<file path="config.mk">
export PLATFORM = sky130hd
export DESIGN_NAME = fetch_prefetch_unit
export DESIGN_NICKNAME = d
export VERILOG_FILES = /design/src/rtl/fetch_prefetch_unit_pkg.sv /design/src/rtl/fetch_prefetch_unit_fetch_queue.sv /design/src/rtl/fetch_prefetch_unit.sv
export SDC_FILE = /design/constraint.sdc
export NUM_CORES = 1
export LEC_CHECK = 0
export BUFFER_PORTS_ARGS = -buffer_cell sky130_fd_sc_hd__buf_4
export CAP_MARGIN = 25
export CORE_MARGIN = 5
export CORE_UTILIZATION = 40
export DETAILED_ROUTE_END_ITERATION = 8
export GPL_TIMING_DRIVEN = 1
export PLACE_DENSITY = 0.62
export SLEW_MARGIN = 25
export SYNTH_ARGS = -nofsm -noshare
export SYNTH_HDL_FRONTEND = slang
export SYNTH_HIERARCHICAL = 1
export SYNTH_SLANG_ARGS = --single-unit
</file>
<file path="constraint.sdc">
create_clock -name clk -period 5.14 [get_ports clk]
set_input_delay 1.028 -clock clk [delete_from_list [all_inputs] [get_ports clk]]
set_output_delay 1.028 -clock clk [all_outputs]
set_load 0.05 [all_outputs]
</file>
<file path="src/rtl/fetch_prefetch_unit_pkg.sv">
// Shared fetch-stage constants (widths, clock period, PC step, reset PC) and a sizing helper.
package fetch_prefetch_unit_pkg;

  localparam int unsigned FP_WORD      = 64;
  localparam int unsigned FP_INSTR_LEN = 32;
  localparam int unsigned FP_CYCLE     = 10;
  localparam int unsigned FP_PC_STEP   = 4;
  localparam int unsigned FP_DEPTH     = 4;
  localparam logic [63:0] FP_RESET_PC  = 64'd0;

  // Occupancy counter width able to hold 0..depth inclusive.
  function automatic int unsigned cnt_width(input int unsigned depth);
    return $clog2(depth) + 1;
  endfunction

endpackage

</file>
<file path="src/rtl/fetch_prefetch_unit_fetch_queue.sv">
// fetch_queue: DEPTH-entry circular prefetch buffer; flush empties it, head is the oldest entry.
module fetch_queue
  import fetch_prefetch_unit_pkg::*;
#(
  parameter int unsigned DEPTH = FP_DEPTH,
  parameter int unsigned EW    = FP_INSTR_LEN + FP_WORD
) (
  input  logic                          clk,
  input  logic                          reset,
  input  logic                          i_push,
  input  logic                          i_pop,
  input  logic                          i_flush,
  input  logic [EW-1:0]                 i_data,
  output logic [cnt_width(DEPTH)-1:0]   o_count,
  output logic [EW-1:0]                 o_head
);

  localparam int unsigned AW = $clog2(DEPTH);
  localparam int unsigned CW = cnt_width(DEPTH);

  logic [EW-1:0] r_mem [DEPTH];
  logic [AW-1:0] r_rd_ptr;
  logic [AW-1:0] r_wr_ptr;
  logic [CW-1:0] r_count;

  // Storage is cleared on reset so the head reads zero out of reset.
  always_ff @(posedge clk) begin
    if (reset) begin
      r_rd_ptr <= '0;
      r_wr_ptr <= '0;
      r_count  <= '0;
      for (int i = 0; i < int'(DEPTH); i++) begin
        r_mem[i] <= '0;
      end
    end else if (i_flush) begin
      r_rd_ptr <= '0;
      r_wr_ptr <= '0;
      r_count  <= '0;
    end else begin
      if (i_push) begin
        r_mem[r_wr_ptr] <= i_data;
        r_wr_ptr        <= r_wr_ptr + AW'(1);
      end
      if (i_pop) begin
        r_rd_ptr <= r_rd_ptr + AW'(1);
      end
      unique case ({i_push, i_pop})
        2'b10:   r_count <= r_count + CW'(1);
        2'b01:   r_count <= r_count - CW'(1);
        default: r_count <= r_count;
      endcase
    end
  end

  assign o_count = r_count;
  assign o_head  = r_mem[r_rd_ptr];

endmodule

</file>
<file path="src/rtl/fetch_prefetch_unit.sv">
// Prefetching fetch stage: PC, 1-cycle imem reads, credit-limited queue, redirect flush.
// Optional FETCH_STATS_EN adds saturating flush/stall counters.
module fetch_prefetch_unit
  import fetch_prefetch_unit_pkg::*;
#(
  parameter int unsigned     WORD      = FP_WORD,
  parameter int unsigned     INSTR_LEN = FP_INSTR_LEN,
  parameter int unsigned     DEPTH     = FP_DEPTH,
  parameter logic [WORD-1:0] RESET_PC  = WORD'(FP_RESET_PC),
  parameter int unsigned     PC_STEP   = FP_PC_STEP
) (
  input  logic                 clk,
  input  logic                 reset,
  input  logic                 pc_src,
  input  logic [WORD-1:0]      branch_target,
  output logic                 imem_req,
  output logic [WORD-1:0]      imem_addr,
  input  logic [INSTR_LEN-1:0] imem_rdata,
  output logic [INSTR_LEN-1:0] instruction,
  output logic [WORD-1:0]      cur_pc,
  output logic                 instr_valid,
  input  logic                 instr_ready
`ifdef FETCH_STATS_EN
  ,
  output logic [31:0]          stat_flushes,
  output logic [31:0]          stat_stalls
`endif
);

  localparam int unsigned CW = cnt_width(DEPTH);
  localparam int unsigned OW = CW + 1;
  localparam int unsigned EW = INSTR_LEN + WORD;

  logic [WORD-1:0] r_fetch_pc;
  logic [WORD-1:0] r_inflight_pc;
  logic            r_inflight;

  logic [CW-1:0]   w_count;
  logic [EW-1:0]   w_head;
  logic [OW-1:0]   w_occ;
  logic            w_pop;
  logic            w_push;
  logic            w_issue;

  // Occupancy after this cycle's pop, counting the read still in flight.
  assign instr_valid = (w_count != '0) && !pc_src;
  assign w_pop       = instr_valid && instr_ready;
  assign w_occ       = OW'(w_count) + OW'(r_inflight) - OW'(w_pop);
  assign w_issue     = !reset && !pc_src && (w_occ < OW'(DEPTH));
  assign w_push      = r_inflight && !pc_src;

  assign imem_req    = w_issue;
  assign imem_addr   = r_fetch_pc;
  assign instruction = w_head[EW-1 -: INSTR_LEN];
  assign cur_pc      = w_head[WORD-1:0];

  always_ff @(posedge clk) begin
    if (reset) begin
      r_fetch_pc    <= RESET_PC;
      r_inflight    <= 1'b0;
      r_inflight_pc <= '0;
    end else if (pc_src) begin
      r_fetch_pc <= branch_target;
      r_inflight <= 1'b0;
    end else begin
      r_inflight <= w_issue;
      if (w_issue) begin
        r_fetch_pc    <= r_fetch_pc + WORD'(PC_STEP);
        r_inflight_pc <= r_fetch_pc;
      end
    end
  end

  fetch_queue #(
    .DEPTH (DEPTH),
    .EW    (EW)
  ) u_queue (
    .clk     (clk),
    .reset   (reset),
    .i_push  (w_push),
    .i_pop   (w_pop),
    .i_flush (pc_src),
    .i_data  ({imem_rdata, r_inflight_pc}),
    .o_count (w_count),
    .o_head  (w_head)
  );

`ifdef FETCH_STATS_EN
  logic [31:0] r_stat_flushes;
  logic [31:0] r_stat_stalls;

  always_ff @(posedge clk) begin
    if (reset) begin
      r_stat_flushes <= '0;
      r_stat_stalls  <= '0;
    end else begin
      if (pc_src && (r_stat_flushes != '1)) begin
        r_stat_flushes <= r_stat_flushes + 32'd1;
      end
      if (!instr_valid && (r_stat_stalls != '1)) begin
        r_stat_stalls <= r_stat_stalls + 32'd1;
      end
    end
  end

  assign stat_flushes = r_stat_flushes;
  assign stat_stalls  = r_stat_stalls;
`endif

endmodule
</file>
==> flow_metrics.py <==
metrics = {
    "sta": {
        "tns_ns": 0,
        "setup_viol": 0,
        "slew_headroom": 0.350,
        "timing.fmax_mhz": 228,
        "timing.final.hold_violations": 0,
        "slew_violations": 0,
        "post-route-min-period_ns": 4.38,
        "fin_crit_sh": 0.853,
        "worstMarginPinSlew_ns": 0.975,
        "rsz0062_at_grt": "no",
        "clock_skew_ns": 0.0244,
    },
    "finish": {
        "fin_nets": 2189,
        "fill_cells": 5068,
        "final_common_cell": "nor2_1",
        "multi_input_area_sq_um": 7760,
        "layout-drive-gt1-share": 0.232,
        "synthToLayoutAreaGrowth_pct": 19.7,
        "fin_cells": 2884,
        "mostFrequentLayoutCells": "nor2_1, edfxtp_1, buf_4",
        "diodes": 0,
        "seqCellArea_sq_um": 14300,
    },
    "setup_path": {
        "worst-path-buf-inv": 4,
        "cp_top_family": "simple AND/OR/NAND/NOR gates",
        "cp.arrival_ns": 3.35,
        "end_kind": "output port",
        "crit_chain": "buf_4, a31oi_4, and2_1, ha_1, inv_1, ha_1, and3b_1, nor4_4, o21ai_4, inv_2, buf_4",
        "cp_slowest_stage_delay_ns": 0.52,
        "path_class": "input port to output port",
        "slowest_stage": "nor4_4",
        "worstPathRequired_ns": 4.11,
        "reg2reg_from": "u_queue/o_count[1]",
        "worstPathMaxFanout": 10,
        "critPathLaunch": "pc_src",
        "start_kind": "input port",
    },
    "global_route": {
        "first_global_vias": 15800,
        "grt_start_max_net_pins": 90,
        "grt_antenna_before_repair": 1,
        "grt_pass1_wl_microns": 97300,
        "grt.total_usage": 0.208,
        "gr-total-overflow": 0,
    },
    "power_and_ir_drop": {
        "p_leak_uw": 0.00929,
        "combPwrFrac": 0.087,
        "internal_power_uw": 7130,
        "power_frac_clock": 0.407,
        "p_seq_frac": 0.506,
        "p_switching_uw": 2330,
        "ir_worst_vdd_mv": 0.240,
        "power_density_nw_per_um2": 349,
        "switching_share": 0.246,
    },
    "outcome": {
        "status": "finished, final reports clean",
    },
    "floorplanning": {
        "pin_count": 262,
        "die_area_sq_um": 61500,
        "core_sq_um": 56300,
        "fp.dieH_microns": 248,
        "fp.dieW_microns": 248,
        "initial_core_util": 0.402,
        "rows": 87,
    },
    "clocking": {
        "cts_tree": "done",
        "htree_levels": 2,
        "post_cts_resized": 0,
        "clkSlewWorstSetupHoldPaths_ns": 0.06,
        "insertion_delay_ns": 0.61,
        "cts_buffers": 54,
        "postCtsSetupBuffers": 0,
        "root_buffer": "clkbuf_16",
        "hold_buffers": 0,
        "clockBufferDepth": 3,
        "clock_sinks": 522,
    },
    "placement": {
        "gp_congestion": 0.884,
        "portBuffers": 261,
        "dp_cells": 2782,
        "hpwl_microns": 40200,
    },
    "route": {
        "drt_iter0_drc": 1485,
        "post_drt_wl_per_cell_microns": 22.6,
        "viasPerCell": 5.50,
        "drc": 0,
        "antenna_left": 0,
        "dr_total_vias": 15900,
        "dr.pass1.iters": 6,
        "finalWirelength_microns": 65100,
    },
    "yosys": {
        "ys_seq_area_frac": 0.631,
        "async_reset_ff_frac": 0,
        "synth_edf_count": 384,
        "synth_cells": 1864,
        "synth_nets": 1970,
        "ys_types": 60,
        "ys_ff_latch": 522,
        "yosysWarnings": 6,
        "syn_avg_cell_area_sq_um": 12.1,
        "ys.flop_type": "edfxtp_1",
        "synth_area_sq_um": 22600,
    },
    "hold_path": {
        "min_path_type": "flip-flop to flip-flop",
        "hp-start": "r_inflight_pc[13]",
    },
    "job": {
        "drv_cap": 0,
    },
}
[tightest hold or removal path: cells and delay by family, from the launching register on]
kind               cells  cell delay, ns
and+or+nand+nor        1            0.05
DFF                    1            0.31
AOI/OAI and AO/OA      1            0.05
[cell type report]
cell class	instances	share of cell area
well taps	756	0.0349
clock buffers	74	0.0541
flip-flops and latches	522	0.528
multi-input cells	1197	0.286
clock inverters	27	0.00951
inverters	12	0.00166
repair buffers	296	0.0854
[path summary, 6_finish.rpt]
check | end | slack [ns] | cells past startpoint
worst max register to register | imem_addr[62] | 1.51 | 12
worst min register to register | r_inflight_pc[13] | 0.45 | 2
worst min-delay path | r_inflight_pc[13] | 0.45 | 2
worst max-delay path | imem_req | 0.76 | 11
[registers in the layout, indices dropped and copies added, names as in the netlist, named ones only]
name	count
u_queue/o_count	3
u_queue/r_rd_ptr	2
u_queue/r_wr_ptr	2
u_queue/r_mem	384
imem_addr	64
r_inflight	1
r_inflight_pc	64
[Yosys cell counts, types with 4 or more instances]
cell,number,area share
a211oi_1,4,0.0013
a21oi_1,101,0.022
a2bb2oi_1,5,0.0019
a31oi_1,24,0.0066
and2_1,19,0.0053
and3_1,15,0.0041
and4_1,9,0.0035
buf_1,12,0.0020
buf_2,29,0.0064
buf_4,8,0.0027
buf_8,4,0.0027
clkbuf_1,78,0.013
dfxtp_1,138,0.12
edfxtp_1,384,0.51
ha_1,5,0.0028
inv_1,11,0.0018
mux2i_1,4,0.0018
mux4_2,96,0.096
nand2_1,188,0.031
nand2b_1,101,0.028
nand3_1,31,0.0069
nand4_1,23,0.0064
nor2_1,416,0.069
nor3_1,10,0.0022
nor4_1,16,0.0044
o2111ai_1,4,0.0015
o211ai_1,12,0.0040
o21ai_0,11,0.0024
o22ai_1,13,0.0036
o311ai_0,10,0.0039
or3_1,9,0.0025
or4_1,6,0.0020
xnor2_1,18,0.0070
xor2_1,15,0.0058
[power groups by stage]
stage	sequential [uW]	clock, uW	combinational (uW)
after floorplan	4940	0	413
after global placement	4860	0	829
after CTS	4780	3930	836
after global routing	4800	4100	871
final	4780	3850	826
after detailed placement	4870	0	833
[cells by family (layout without fill, tap and decap cells)]
family | count (synthesis) | in the layout | share of synthesized area
buffers and inverters | 145 | 409 | 0.0300
adders and majority gates | 6 | 6 | 0.00365
AOI/OAI and AO/OA | 198 | 198 | 0.0531
muxes | 102 | 102 | 0.0983
xor gates and xnor gates | 33 | 33 | 0.0128
DFF | 522 | 522 | 0.631
and+or+nand+nor | 858 | 858 | 0.171
[through the flow]
stage          worst slack [ns]   util  cell area [sq um]  hold WS (ns)  total power, uW
2_1_floorplan            0.0361      -              22700         0.432             5350
6_report                  0.757  0.481              27100         0.452             9450
3_5_place_dp              0.776  0.450              25300         0.445             5700
5_1_grt                   0.557  0.481              27100         0.474             9760
4_1_cts                   0.750  0.481              27100         0.454             9550
3_3_place_gp              0.825  0.450              25300         0.441             5690
[per-layer routing]
metal	vias to the layer above	wire length (microns)	track usage
met5	-	0	0
met4	0	1520	0.0530
met3	100	5370	0.0404
met2	711	30900	0.335
met1	7893	27300	0.291
li1	7163	-	-
Note: power is estimated with default switching activity, not from simulation.
